===== src/rtl/df_unit_pkg.sv =====
// Shared constants and types for the df_unit data-fetch sequencer.
package df_unit_pkg;

    localparam int DF_WORD_W = 16;
    localparam int DF_ADDR_W = 8;
    localparam int DF_STAGES = 2;

    // 1.0 in the signed Q.12 operand format
    localparam logic [15:0] DF_ONE = 16'h1000;

    typedef enum logic [1:0] {
        DF_IDLE,
        DF_FETCH,
        DF_DRAIN,
        DF_DONE
    } df_state_e;

    // Per-slot tag travelling alongside a RAM read (or the bias slot)
    typedef struct packed {
        logic vld;
        logic last;
        logic bsel;
    } df_tag_t;

endpackage


===== src/rtl/df_unit_pipe.sv =====
// df_pipe: 2-stage valid/last/data pipeline between the RAM read and the df_rdy strobe.
module df_pipe
    import df_unit_pkg::*;
#(
    parameter int WORD_WIDTH = DF_WORD_W
) (
    input  logic                  clk,
    input  logic                  reset,
    input  df_tag_t               tag,
    input  logic [WORD_WIDTH-1:0] w_rdata,
    input  logic [WORD_WIDTH-1:0] i_rdata,
    input  logic [WORD_WIDTH-1:0] bias,
    output logic                  pending,
    output logic                  df_rdy,
    output logic                  df_last,
    output logic [WORD_WIDTH-1:0] data_w,
    output logic [WORD_WIDTH-1:0] data_i
);

    logic [DF_STAGES:1] vld_pipe;
    logic               last_q;
    logic               bsel_q;
    logic               last_out;

    always_ff @(posedge clk) begin
        if (reset) begin
            vld_pipe <= '0;
            last_q   <= 1'b0;
            bsel_q   <= 1'b0;
            last_out <= 1'b0;
            data_w   <= '0;
            data_i   <= '0;
        end else begin
            vld_pipe <= {vld_pipe[DF_STAGES-1:1], tag.vld};
            last_q   <= tag.vld & tag.last;
            bsel_q   <= tag.vld & tag.bsel;
            last_out <= vld_pipe[1] & last_q;
            // Operands hold their value between strobes
            if (vld_pipe[1]) begin
                data_w <= bsel_q ? bias : w_rdata;
                data_i <= bsel_q ? WORD_WIDTH'(DF_ONE) : i_rdata;
            end
        end
    end

    assign df_rdy  = vld_pipe[DF_STAGES];
    assign df_last = last_out;
    assign pending = tag.vld | vld_pipe[1];

endmodule


===== src/rtl/df_unit.sv =====
// df_unit: fetches LEN weight/input pairs from two synchronous RAMs and streams them out.
// Optional DF_BIAS_EN appends one (bias, 1.0) pair to every run.
module df_unit
    import df_unit_pkg::*;
#(
    parameter int WORD_WIDTH = DF_WORD_W,
    parameter int ADDR_WIDTH = DF_ADDR_W
) (
    input  logic                  clk,
    input  logic                  reset,
    input  logic                  start,
    input  logic [ADDR_WIDTH-1:0] len,
    input  logic [ADDR_WIDTH-1:0] w_base,
    input  logic [ADDR_WIDTH-1:0] i_base,
`ifdef DF_BIAS_EN
    input  logic [WORD_WIDTH-1:0] bias,
`endif
    output logic                  w_rd,
    output logic [ADDR_WIDTH-1:0] w_addr,
    input  logic [WORD_WIDTH-1:0] w_rdata,
    output logic                  i_rd,
    output logic [ADDR_WIDTH-1:0] i_addr,
    input  logic [WORD_WIDTH-1:0] i_rdata,
    output logic                  df_rdy,
    output logic [WORD_WIDTH-1:0] data_w,
    output logic [WORD_WIDTH-1:0] data_i,
    output logic                  df_last,
    output logic                  busy,
    output logic                  done
);

    df_state_e             state;
    logic [ADDR_WIDTH-1:0] k;
    logic [ADDR_WIDTH-1:0] len_q;
    logic                  slot_last;
    logic                  bias_slot;
    logic                  pending;
    logic [WORD_WIDTH-1:0] bias_word;
    df_tag_t               tag;

`ifdef DF_BIAS_EN
    logic [WORD_WIDTH-1:0] bias_q;
    assign bias_word = bias_q;
`else
    assign bias_word = '0;
`endif

    always_ff @(posedge clk) begin
        if (reset) begin
            state     <= DF_IDLE;
            k         <= '0;
            len_q     <= '0;
            w_rd      <= 1'b0;
            i_rd      <= 1'b0;
            w_addr    <= '0;
            i_addr    <= '0;
            slot_last <= 1'b0;
            bias_slot <= 1'b0;
            busy      <= 1'b0;
            done      <= 1'b0;
`ifdef DF_BIAS_EN
            bias_q    <= '0;
`endif
        end else begin
            done      <= 1'b0;
            bias_slot <= 1'b0;
            case (state)
                DF_IDLE: begin
                    if (start) begin
                        len_q  <= len;
                        k      <= '0;
                        busy   <= 1'b1;
                        w_addr <= w_base;
                        i_addr <= i_base;
`ifdef DF_BIAS_EN
                        bias_q <= bias;
`endif
                        if (len != '0) begin
                            state <= DF_FETCH;
                            w_rd  <= 1'b1;
                            i_rd  <= 1'b1;
`ifdef DF_BIAS_EN
                            slot_last <= 1'b0;
`else
                            slot_last <= (len == ADDR_WIDTH'(1));
`endif
                        end else begin
`ifdef DF_BIAS_EN
                            // Empty run still emits the bias pair
                            state     <= DF_DRAIN;
                            bias_slot <= 1'b1;
                            slot_last <= 1'b1;
`else
                            state <= DF_DONE;
                            done  <= 1'b1;
`endif
                        end
                    end
                end
                DF_FETCH: begin
                    if (k == len_q - ADDR_WIDTH'(1)) begin
                        state <= DF_DRAIN;
                        w_rd  <= 1'b0;
                        i_rd  <= 1'b0;
`ifdef DF_BIAS_EN
                        bias_slot <= 1'b1;
                        slot_last <= 1'b1;
`else
                        slot_last <= 1'b0;
`endif
                    end else begin
                        k      <= k + ADDR_WIDTH'(1);
                        w_addr <= w_addr + ADDR_WIDTH'(1);
                        i_addr <= i_addr + ADDR_WIDTH'(1);
`ifdef DF_BIAS_EN
                        slot_last <= 1'b0;
`else
                        slot_last <= (k + ADDR_WIDTH'(2) == len_q);
`endif
                    end
                end
                DF_DRAIN: begin
                    // Done lines up with the cycle after the final df_rdy
                    if (!pending) begin
                        state <= DF_DONE;
                        done  <= 1'b1;
                    end
                end
                DF_DONE: begin
                    state <= DF_IDLE;
                    busy  <= 1'b0;
                end
                default: state <= DF_IDLE;
            endcase
        end
    end

    assign tag.vld  = w_rd | bias_slot;
    assign tag.last = slot_last;
    assign tag.bsel = bias_slot;

    df_pipe #(
        .WORD_WIDTH(WORD_WIDTH)
    ) u_pipe (
        .clk     (clk),
        .reset   (reset),
        .tag     (tag),
        .w_rdata (w_rdata),
        .i_rdata (i_rdata),
        .bias    (bias_word),
        .pending (pending),
        .df_rdy  (df_rdy),
        .df_last (df_last),
        .data_w  (data_w),
        .data_i  (data_i)
    );

endmodule


===== config.mk =====
export PLATFORM = sky130hd
export DESIGN_NAME = df_unit
export DESIGN_NICKNAME = d
export VERILOG_FILES = /design/src/rtl/df_unit_pkg.sv /design/src/rtl/df_unit_pipe.sv /design/src/rtl/df_unit.sv
export SDC_FILE = /design/constraint.sdc
export NUM_CORES = 1
export LEC_CHECK = 0
export CAP_MARGIN = 20
export CORE_UTILIZATION = 63
export DETAILED_ROUTE_END_ITERATION = 12
export DONT_BUFFER_PORTS = 1
export PLACE_DENSITY = 0.79
export SYNTH_ARGS = -nofsm -noshare
export SYNTH_HDL_FRONTEND = slang
export SYNTH_SLANG_ARGS = --single-unit

===== constraint.sdc =====
create_clock -name clk -period 2.9 [get_ports clk]
set_input_delay 0.725 -clock clk [delete_from_list [all_inputs] [get_ports clk]]
set_output_delay 0.725 -clock clk [all_outputs]
set_load 0.03 [all_outputs]

==> summary.md, run 1 <==
| Metric | Value |
|---|---|
| Minimum clock period | `2615 ps` |
| Grt peak-use layer | `met2` |
| Detailed placement HPWL | `slightly below 6000 µm` |
| RSZ-0062 raised after global routing | `no` |
| Largest net degree at the start of global routing | `between 60 and 70` |
| Full die area | `6300 µm²` |
| Status | `finished clean` |
| Maximum vdd drop | `600.8 µV` |
| Largest area contributor in the netlist | `dfxtp_1` |
| Die Wd | `79.37 µm` |
| Initial antenna violation count | `0` |
| Global route overflow | `0` |
| CTS Buf Count | `9` |
| Total core area | `5642 µm²` |
| Switching portion of total power | `about two fifths` |
| Clock latency on the worst-skew pair | `350 ps` |
| Fin nets | `491` |
| Synthesized area per cell | `8.590 µm²` |
| Die height | `79.37 µm` |
| Worst Path Max Fanout | `26` |
| Switching pwr | `1.396 mW` |
| Area grow syn2layout | `4.778%` |
| Drt first pass iters | `4` |
| Seq pwr share | `between 40% and 50%` |
| P_leak | `approximately 1.4 nW` |
| Hold WC Path Type | `flop to flop` |
| Syn_nets | `507` |
| Hold Vio Cnt, Final | `0` |
| Via density | `6.400` |
| Fillcell total | `around 450` |
| Required time of the critical path | `between 3000 and 4000 ps` |
| Starting Density | `about 67%` |
| All-Layer GR Usage | `27.29%` |
| Max-cap violation count | `0` |
| Routed len/inst | `17.00 µm` |
| Antenna Cells | `0` |
| Ys Warns | `0` |
| Post-synth EDFFs | `0` |
| Clk network pwr share | `23.4%` |
| Routed WL | `8498 µm` |
| Post-cts sizing count | `0` |
| Post-synth ARST share | `0%` |
| Layout cells sized above 1 | `8.411%` |
| Worst-path clk slew | `about 70 ps` |
| Clock buffer depth | `2` |
| Slew HR | `48.28%` |
| WS Path Type | `flop to flop` |
| CTS root buffer | `clkbuf_8` |
| Gate power share | `29.7%` |
| FMAX | `approximately 380 MHz` |
| CTS Sinks | `74` |
| I/O pin count | `113` |
| Post-synth top flop | `dfxtp_1` |
| Top cell type's share of synthesized area | `between 30% and 40%` |
| Post-synthesis register bit count | `74` |
| Pwr dens | `857.9 nW/µm²` |
| Met1 Track Usage GR | `between 30% and 40%` |
| GPL Wtd Cong | `0.8567` |
| Final Max Tran Viols | `0` |
| Global-route wire length before repair | `around 14,000 µm` |
| Final Skew | `10.44 ps` |
| Final instance area | `3951 µm²` |
| Sequential fraction of the synthesis area | `39.28%` |
| Kind of start point of the critical path | `flop` |
| Critical Path AT | `2850 ps` |
| Final TNS setup | `0 ps` |
| Cell Area, Synth | `3771 µm²` |
| Post-CTS Hold Buffers | `0` |
| Initial drt markers | `195` |
| GR Util met3 | `8.800%` |
| Post-placement cell area | `3761 µm²` |
| Via count | `between 3,000 and 4,000` |
| Slew @ Worst Pin | `just under 800 ps` |
| Top cells by area, synth | `dfxtp_1 (39%), mux2i_1 (8.8%), nor2_1 (6.2%), nand2_1 (3.8%), xnor2_1 (3.0%)` |
| Site Rows | `27` |
| Final setup vio count | `0` |
| H-Tree Level Count | `3` |
| Syn Inst Count | `about 440` |
| Crit. End Element | `flop` |
| Vias in the first global route | `2,877` |
| Residual DRC | `0` |
| PortBufs | `0` |
| CTS tree | `built` |
| Met2 Use GR | `41.72%` |
| Final ANT Viol Nets | `0` |
| Yosys cell types | `60` |
| Post-CTS setup buffers | `0` |
| Final period util | `~90%` |
| P_int | `1.994 mW` |
flip-flops by register name, indices dropped and copies added (netlist names):
register / cells
busy: 1
k: 8
len_q: 8
done: 1
u_pipe.data_i: 16
u_pipe.last_q: 1
slot_last: 1
w_addr: 8
u_pipe.df_last: 1
u_pipe.data_w: 16
state: 2
i_rd: 1
i_addr: 8
u_pipe.vld_pipe: 2
final timing paths:
kind,startpoint,to,slack [ps],depth (start not counted)
max,len_q[0],k[1],280,8
min reg2reg,u_pipe.last_q,u_pipe.df_last,430,1
max reg2reg,len_q[0],k[1],280,8
min,u_pipe.last_q,u_pipe.df_last,430,1
per-stage QoR:
step	power (mW)	hold slack [ps]	util, %	std cells	worst slack, ps
2_1_floorplan	2.383	405.7	-	439	568.8
3_3_place_gp	2.573	409.8	66.67	484	383.0
3_5_place_dp	2.610	414.1	66.67	484	301.7
4_1_cts	3.398	422.9	70.04	500	280.6
5_1_grt	3.581	413.8	70.04	500	45.90
6_report	3.390	430.9	70.04	500	285.0
logic make-up (layout without fill, tap and decap cells):
| kind of cell | Yosys count | count (layout) | share of synthesized area, % |
|---|---|---|---|
| multiplexers | 35 | 35 | 9.356 |
| AND/OR/NAND/NOR | 159 | 159 | 20.37 |
| adder cells (fa/ha/maj) | 9 | 9 | 2.986 |
| flip-flops | 74 | 74 | 39.28 |
| AO/OA/AOI/OAI | 102 | 102 | 19.38 |
| buffers and inverters | 46 | 35 | 5.375 |
| XOR/XNOR | 14 | 14 | 3.252 |
cell usage in the layout (no fill, tap or decap), types with 3 or more instances in the layout:
| cell type | synthesis | final |
|---|---|---|
| dfxtp_1 | 74 | 73 |
| nor2_1 | 62 | 62 |
| nand2_1 | 38 | 38 |
| mux2i_1 | 33 | 33 |
| a21oi_1 | 19 | 19 |
| xnor2_1 | 13 | 13 |
| o21ai_0 | 12 | 12 |
| o311ai_0 | 12 | 12 |
| nor3_1 | 11 | 11 |
| o31ai_1 | 11 | 11 |
| inv_1 | 10 | 10 |
| ha_1 | 9 | 9 |
| clkbuf_8 | 0 | 9 |
| a31oi_1 | 8 | 8 |
| buf_4 | 4 | 8 |
| a211oi_1 | 7 | 7 |
| nand3_1 | 7 | 7 |
| a22oi_1 | 7 | 7 |
| and3_1 | 6 | 6 |
| or4_1 | 6 | 6 |
| nand4_1 | 5 | 5 |
| a21boi_1 | 4 | 4 |
| nor2b_1 | 4 | 4 |
| o32ai_1 | 3 | 3 |
| and2_1 | 3 | 3 |
| nor3b_1 | 3 | 3 |
| clkinv_2 | 0 | 3 |
per-layer routing:
layer	share of wire (%)	up-vias	wire [µm]
met4	1.8	0	153
li1	-	1557	-
met3	6.9	13	585
met2	49	119	4129
met1	43	1511	3630
met5	0	-	0
cell usage after synthesis (all sizes together), types with 2 or more instances:
master,count
nor4,3
nor3,11
o21ai,14
nor2,63
and2,3
xnor2,13
buf,16
nor3b,3
ha,9
a211oi,7
o311ai,12
o32ai,4
inv,11
a31oi,8
and3,6
dfxtp,74
nor2b,4
or3,2
a21boi,4
a21oi,19
nand2,38
mux2i,33
nand4,5
a22oi,7
o311a,2
a32oi,2
clkbuf,19
or4,6
nand3,7
mux2,2
nand2b,2
o31ai,11
cell type report:
type	count	area, µm²	area share [%]
Inverter	11	41.29	1.045
Sequential cell	74	1483	37.52
Clock buffer	10	127.6	3.230
Tap cell	72	90.09	2.280
Timing Repair Buffer	8	60.06	1.520
Clock inverter	6	62.56	1.583
Multi-Input combinational cell	319	2087	52.82
power groups by stage:
| stage | logic [mW] | clock network (mW) | registers (mW) |
|---|---|---|---|
| after floorplan | 0.851 | 0 | 1.53 |
| after global routing | 1.12 | 0.848 | 1.61 |
| after CTS | 1.00 | 0.808 | 1.59 |
| after global placement | 0.970 | 0 | 1.60 |
| final | 1.01 | 0.792 | 1.59 |
| after detailed placement | 0.999 | 0 | 1.61 |
critical path, stage by stage, from the launching register on:
cell	delay [ps]
dfxtp_1	440
inv_1	80
ha_1	310
xnor2_1	160
a211o_1	320
nor4b_2	300
o2111a_2	560
nor4_1	100
a31o_2	220
Note: power is estimated with default switching activity, not from simulation.
==> inputs of run 2 (changes only) <==
BUFFER_PORTS_ARGS = -buffer_cell sky130_fd_sc_hd__buf_2   (was unset)
CAP_MARGIN = unset   (was 20)
CORE_UTILIZATION = 52   (was 63)
DONT_BUFFER_PORTS = unset   (was 1)
PLACE_DENSITY = 0.8   (was 0.79)
==> run 2 against run 1 <==
Cell area rose by 16%. Count of clock-buffer cells in the layout stayed put. Critical path depth unchanged. Clock skew decreased by 4.3 ps. Sequential cell count unchanged. Total power is 7.2% higher. Critical path type unchanged. First-iteration DRC count shrank 25%. Core utilization is 3.8 points lower. Largest power group is now combinational cells. Fmax about the same.
==> summary.md, run 2 (synthesis gave the netlist of run 1 again) <==
| Metric | Value |
|---|---|
| Critical Path AT | `2860 ps (was 2850 ps)` |
| Residual DRC | `0 (unchanged)` |
| Total core area | `6907 µm² (was 5642 µm²)` |
| Final setup vio count | `0 (unchanged)` |
| Largest registers | `u_pipe.data_i: 16 flops, u_pipe.data_w: 16 flops (unchanged)` |
| P_leak | `1.933 nW (was 1.406 nW)` |
| Detailed placement HPWL | `6808 µm (was 5849 µm)` |
| Max-cap violation count | `0 (unchanged)` |
| Commonest non-fill, non-tap cell in the layout | `buf_2 (was dfxtp_1)` |
| Worst-path clk slew | `80 ps (was 70 ps)` |
| Setup WS pre-CTS | `281.2 ps (was 301.7 ps)` |
| CTS Buf Count | `9 (unchanged)` |
| Post-CTS setup buffers | `0 (unchanged)` |
| Starting Density | `54.60% (was 66.84%)` |
| R2R Setup Slk | `280 ps (about the same)` |
| All-Layer GR Usage | `25.19% (was 27.29%)` |
| Final TNS setup | `0 ps (unchanged)` |
| Fin nets | `604 (was 491)` |
| Final Skew | `6.115 ps (was 10.44 ps)` |
| Site Rows | `30 (was 27)` |
| Antenna Cells | `0 (unchanged)` |
| Final period util | `90.17% (about the same)` |
| Global route overflow | `0 (unchanged)` |
| Final Max Tran Viols | `0 (unchanged)` |
| Hold path cells | `1 (unchanged)` |
| Worst setup path end | `k[1] (unchanged)` |
| Slew HR | `53.64% (was 48.28%)` |
| Via count | `3,634 (was 3,200)` |
| Largest net degree at the start of global routing | `37 (was 65)` |
| Setup ws final | `285.0 ps (about the same)` |
| Die Wd | `87.16 µm (was 79.37 µm)` |
| Final hold slack | `431.1 ps (was 430.9 ps)` |
| Global-route wire length before repair | `15,210 µm (was 13,520 µm)` |
| GPL Wtd Cong | `0.9048 (was 0.8567)` |
| Minimum clock period | `2615 ps (about the same)` |
| Hold Vio Cnt, Final | `0 (unchanged)` |
| Die height | `87.16 µm (was 79.37 µm)` |
| Maximum vdd drop | `455.0 µV (was 600.8 µV)` |
| CTS root buffer | `clkbuf_8 (unchanged)` |
| Via density | `5.705 (was 6.400)` |
| Area grow syn2layout | `21.37% (was 4.778%)` |
| Full die area | `7597 µm² (was 6300 µm²)` |
| Post-cts sizing count | `0 (unchanged)` |
| WS Path Type | `flop to flop (unchanged)` |
| Initial antenna violation count | `0 (unchanged)` |
| Slew @ Worst Pin | `677.9 ps (was 774.7 ps)` |
| Pwr dens | `794.1 nW/µm² (was 857.9 nW/µm²)` |
| WP buf/inv | `1 (unchanged)` |
| Vias in the first global route | `3,437 (was 2,877)` |
| H-Tree Level Count | `3 (unchanged)` |
| RSZ-0062 raised after global routing | `no (unchanged)` |
| Most frequent cells in the layout | `buf_2 (112), dfxtp_1 (73), nor2_1 (62), nand2_1 (38), mux2i_1 (33) (was dfxtp_1 (73), nor2_1 (62), nand2_1 (38), mux2i_1 (33), a21oi_1 (19))` |
| Kind of start point of the critical path | `flop (unchanged)` |
| CTS tree | `built (unchanged)` |
| Post-CTS Hold Buffers | `0 (unchanged)` |
| Initial drt markers | `147 (was 195)` |
| Clock buffer depth | `2 (unchanged)` |
| Required time of the critical path | `3140 ps (about the same)` |
| Crit path depth | `8 (unchanged)` |
| Crit. End Element | `flop (unchanged)` |
| Crit path largest cell delay | `570 ps (was 560 ps)` |
| CTS Sinks | `74 (unchanged)` |
| Final ANT Viol Nets | `0 (unchanged)` |
| Worst Path Max Fanout | `26 (unchanged)` |
| Clock latency on the worst-skew pair | `340 ps (was 350 ps)` |
| Critical-path cell list | `inv_1, ha_1, xnor2_1, a211o_1, nor4b_2, o2111a_2, nor4_1, a31o_2 (unchanged)` |
| Layout cells sized above 1 | `27.54% (was 8.411%)` |
| FMAX | `382.4 MHz (about the same)` |
| I/O pin count | `113 (unchanged)` |
| Origin of the worst setup path | `len_q[0] (unchanged)` |
| PortBufs | `112 (was 0)` |
| Reg2reg path depth | `8 (unchanged)` |
| Routed len/inst | `14.72 µm (was 17.00 µm)` |
| Reg-to-Reg End | `k[1] (unchanged)` |
| Hold WC Path Type | `flop to flop (unchanged)` |
| CP max stage cell | `o2111a_2 (unchanged)` |
| Delay-heaviest family, CP | `compound AO/OA/AOI/OAI gates (unchanged)` |
| Drt first pass iters | `4 (unchanged)` |
| Status | `finished clean (unchanged)` |
| RR Startpoint | `len_q[0] (unchanged)` |
| Routed WL | `9376 µm (was 8498 µm)` |
[run 2: cell count changes in the layout (fill, tap and decap cells not counted)]
| cell | delta |
|---|---|
| buf_2 | +112 |
| buf_4 | +1 |
| bufinv_16 | +1 |
| clkinv_2 | -2 |
| clkinv_4 | +1 |
| clkinvlp_4 | +1 |
| inv_6 | -1 |
[run 2: worst reg2reg max path: stages, from the launching register on]
cell and delay (ps):
dfxtp_1 450, inv_1 80, ha_1 300, xnor2_1 160, a211o_1 310, nor4b_2 320, o2111a_2 570, nor4_1 100
a31o_2 230
[run 2: per-layer routing]
metal	track usage, %	vias up	share of wire, %	routed length [µm]
met2	43.95	98	52	4853
met4	10.43	0	1.3	125
met1	30.57	1734	42	3977
met3	4.550	11	4.5	421
li1	-	1791	-	-
met5	0	-	0	0
[run 2: power by group]
| group | internal (mW) | switching (mW) | total [mW] |
|---|---|---|---|
| combinational | 0.521 | 0.873 | 1.39 |
| sequential | 1.17 | 0.191 | 1.36 |
| clock | 0.488 | 0.392 | 0.880 |
| total | 2.18 | 1.46 | 3.63 |
[run 2: final cells by class]
cell class                      count  area [µm²]
Sequential cell                    74        1483
Inverter                           11       41.29
Fill cell                         615        2330
Timing Repair Buffer              121       628.1
Tap cell                           96       120.1
Multi-Input combinational cell    319        2087
Clock inverter                      6       90.09
Clock buffer                       10       127.6
[run 2: how the worst min path moves through the flow]
| stage | start | endpoint | slack [ps] |
|---|---|---|---|
| after floorplan | u_pipe.last_q | u_pipe.df_last | 410 |
| after global placement | u_pipe.last_q | u_pipe.df_last | 410 |
| after detailed placement | u_pipe.last_q | u_pipe.df_last | 410 |
| after CTS | u_pipe.last_q | u_pipe.df_last | 430 |
| after global routing | u_pipe.last_q | u_pipe.df_last | 460 |
| final | u_pipe.last_q | u_pipe.df_last | 430 |
[run 2: through the flow]
step,utilization (%),power [mW],cell area (µm²),std cells
final,66.27,3.635,4577,637
after global routing,66.27,3.856,4577,637
after CTS,66.27,3.644,4577,637
after detailed placement,63.12,2.764,4359,621
after global placement,63.12,2.716,4359,621
after floorplan,-,2.383,3771,439
==> inputs of run 3 (changes only) <==
CORE_UTILIZATION = 45   (was 52)
PLACE_DENSITY = 0.69   (was 0.8)
clock period = 2.5 ns   (was 2.9 ns; I/O delays follow)
==> run 3 against run 2 <==
Clock skew grew 4.0 ps. Final cell count grew 4.1%. Via count grew 1.2%. Non-clock buffer count grew 16. Sequential cell count is the same. Fmax grew 8.6%. Sequential power grew 15%. Cell area grew 3.8%. Register-to-register slack lost 190 ps. Die area grew 15%. Core utilization shrank 8.1 points. Hold slack gained 3.1 ps.
==> summary.md, run 3 (synthesis gave the netlist of run 1 again) <==
| Metric | Value |
|---|---|
| Slew @ Worst Pin | `666.7 ps (was 677.9 ps)` |
| Max-cap violation count | `0 (unchanged)` |
| Starting Density | `46.13% (was 54.60%)` |
| Full die area | `8751 µm² (was 7597 µm²)` |
| Minimum clock period | `2407 ps (was 2615 ps)` |
| Area grow syn2layout | `26.01% (was 21.37%)` |
| Most frequent cells in the layout | `buf_2 (112), dfxtp_1 (72), nor2_1 (62), nand2_1 (38), mux2i_1 (33) (was buf_2 (112), dfxtp_1 (73), nor2_1 (62), nand2_1 (38), mux2i_1 (33))` |
| Clock latency on the worst-skew pair | `340 ps (about the same)` |
| CTS tree | `built (unchanged)` |
| Crit path largest cell delay | `460 ps (was 570 ps)` |
| Die height | `93.55 µm (was 87.16 µm)` |
| Worst-path clk slew | `80 ps (about the same)` |
| Commonest non-fill, non-tap cell in the layout | `buf_2 (unchanged)` |
| Pwr dens | `909.2 nW/µm² (was 794.1 nW/µm²)` |
| GPL Wtd Cong | `0.8832 (was 0.9048)` |
| Non-Filler Instances | `663 (was 637)` |
| Via count | `3,676 (was 3,634)` |
| CTS Sinks | `74 (unchanged)` |
| Site Rows | `33 (was 30)` |
| Critical Path AT | `2660 ps (was 2860 ps)` |
| Global-route wire length before repair | `15,180 µm (was 15,210 µm)` |
| H-Tree Level Count | `3 (unchanged)` |
| CTS root buffer | `clkbuf_8 (unchanged)` |
| Layout cells sized above 1 | `30.47% (was 27.54%)` |
| Kind of start point of the critical path | `flop (unchanged)` |
| Largest net degree at the start of global routing | `37 (unchanged)` |
| Critical-path cell list | `inv_1, ha_1, buf_4, xnor2_1, and4b_1, a41o_1, o211ai_1, o21ai_2, buf_4, o32ai_2 (was inv_1, ha_1, xnor2_1, a211o_1, nor4b_2, o2111a_2, nor4_1, a31o_2)` |
| Routed WL | `9642 µm (was 9376 µm)` |
| CP max stage cell | `o211ai_1 (was o2111a_2)` |
| Slew HR | `55.55% (was 53.64%)` |
| Final Max Tran Viols | `0 (unchanged)` |
| Hold WC Path Type | `flop to flop (unchanged)` |
| Die Wd | `93.55 µm (was 87.16 µm)` |
| FMAX | `415.5 MHz (was 382.4 MHz)` |
| Maximum vdd drop | `447.7 µV (was 455.0 µV)` |
| All-Layer GR Usage | `21.68% (was 25.19%)` |
| Antenna Cells | `0 (unchanged)` |
| Placed Cells | `644 (was 621)` |
| Via density | `5.544 (was 5.705)` |
| Global route overflow | `0 (unchanged)` |
| Final Skew | `10.13 ps (was 6.115 ps)` |
| Critical Path Most Common Cell | `buf_4` |
| P_leak | `2.023 nW (was 1.933 nW)` |
| Final ANT Viol Nets | `0 (unchanged)` |
| Hold Vio Cnt, Final | `0 (unchanged)` |
| PortBufs | `112 (unchanged)` |
| Final setup vio count | `0 (unchanged)` |
| Worst Path Max Fanout | `7 (was 26)` |
| Post-CTS Hold Buffers | `0 (unchanged)` |
| Clock buffer depth | `2 (unchanged)` |
| Vias in the first global route | `3,252 (was 3,437)` |
| Largest registers | `u_pipe.data_i: 16 flops, u_pipe.data_w: 16 flops (unchanged)` |
| Total power | `4.320 mW (was 3.635 mW)` |
| Drt first pass iters | `5 (was 4)` |
| Fin nets | `621 (was 604)` |
| Detailed placement HPWL | `6667 µm (was 6808 µm)` |
| I/O pin count | `113 (unchanged)` |
| Crit. End Element | `flop (unchanged)` |
| Final TNS setup | `0 ps (unchanged)` |
| Routed len/inst | `14.54 µm (was 14.72 µm)` |
| Residual DRC | `0 (unchanged)` |
| Final period util | `96.28% (was 90.17%)` |
| Required time of the critical path | `2760 ps (was 3140 ps)` |
| CTS Buf Count | `9 (unchanged)` |
| Initial drt markers | `248 (was 147)` |
| WS Path Type | `flop to flop (unchanged)` |
| Status | `finished clean (unchanged)` |
| Total core area | `8175 µm² (was 6907 µm²)` |
| Initial antenna violation count | `0 (unchanged)` |
-- run 3: worst max-delay path: cells and delay by family (launching register included) --
| kind | cells | cell delay [ps] |
|---|---|---|
| compound gates | 4 | 1120 |
| buf+inv | 3 | 390 |
| flops | 1 | 330 |
| fa+ha+maj | 1 | 200 |
| simple gates | 1 | 170 |
| xor+xnor | 1 | 110 |
-- run 3: area by class of cell --
cell class | count | area, µm²
repair buffers | 137 | 752.0
clock inverters | 6 | 88.84
inverters | 11 | 41.29
clock buffers | 10 | 127.6
well taps | 105 | 131.4
fillers | 759 | 3423
flip-flops and latches | 74 | 1484
multi-input cells | 320 | 2127
-- run 3: what timing repair did --
item | in CTS | in global routing
gates resized for setup | 0 | 8
endpoints found under the setup margin | 0 | 11
setup buffers | 0 | 2
-- run 3: power by group --
group / internal [mW] / leakage (nW) / switching (mW) / total (mW)
clock: 0.564 / 0.103 / 0.455 / 1.02
sequential: 1.36 / 0.604 / 0.201 / 1.56
combinational: 0.676 / 1.32 / 1.07 / 1.74
total: 2.60 / 2.02 / 1.72 / 4.32
-- run 3: worst paths after layout --
kind | to | slack, ps | startpoint | cells after the start
max | w_addr[3] | 90 | len_q[1] | 10
min | u_pipe.df_last | 430 | u_pipe.last_q | 1
max reg2reg | w_addr[3] | 90 | len_q[1] | 10
min reg2reg | u_pipe.df_last | 430 | u_pipe.last_q | 1
-- run 3: metrics by stage --
step | cell area [µm²] | setup WS (ps) | utilization, % | hold slack, ps
floorplan | 3771 | 168.8 | - | 405.7
global placement | 4476 | 133.7 | 54.74 | 412.1
detailed placement | 4476 | 86.14 | 54.74 | 417.8
CTS | 4692 | 63.05 | 57.39 | 434.0
global route | 4752 | -56.82 | 58.13 | 444.5
finish | 4752 | 92.99 | 58.13 | 434.2
-- run 3: per-layer routing --
| layer | track usage, % | part of all wire [%] | vias to the layer above |
|---|---|---|---|
| met5 | 0 | 0 | - |
| met4 | 7.821 | 0.83 | 0 |
| met3 | 4.146 | 4.9 | 8 |
| met2 | 36.34 | 48 | 104 |
| met1 | 27.62 | 46 | 1743 |
| li1 | - | - | 1821 |
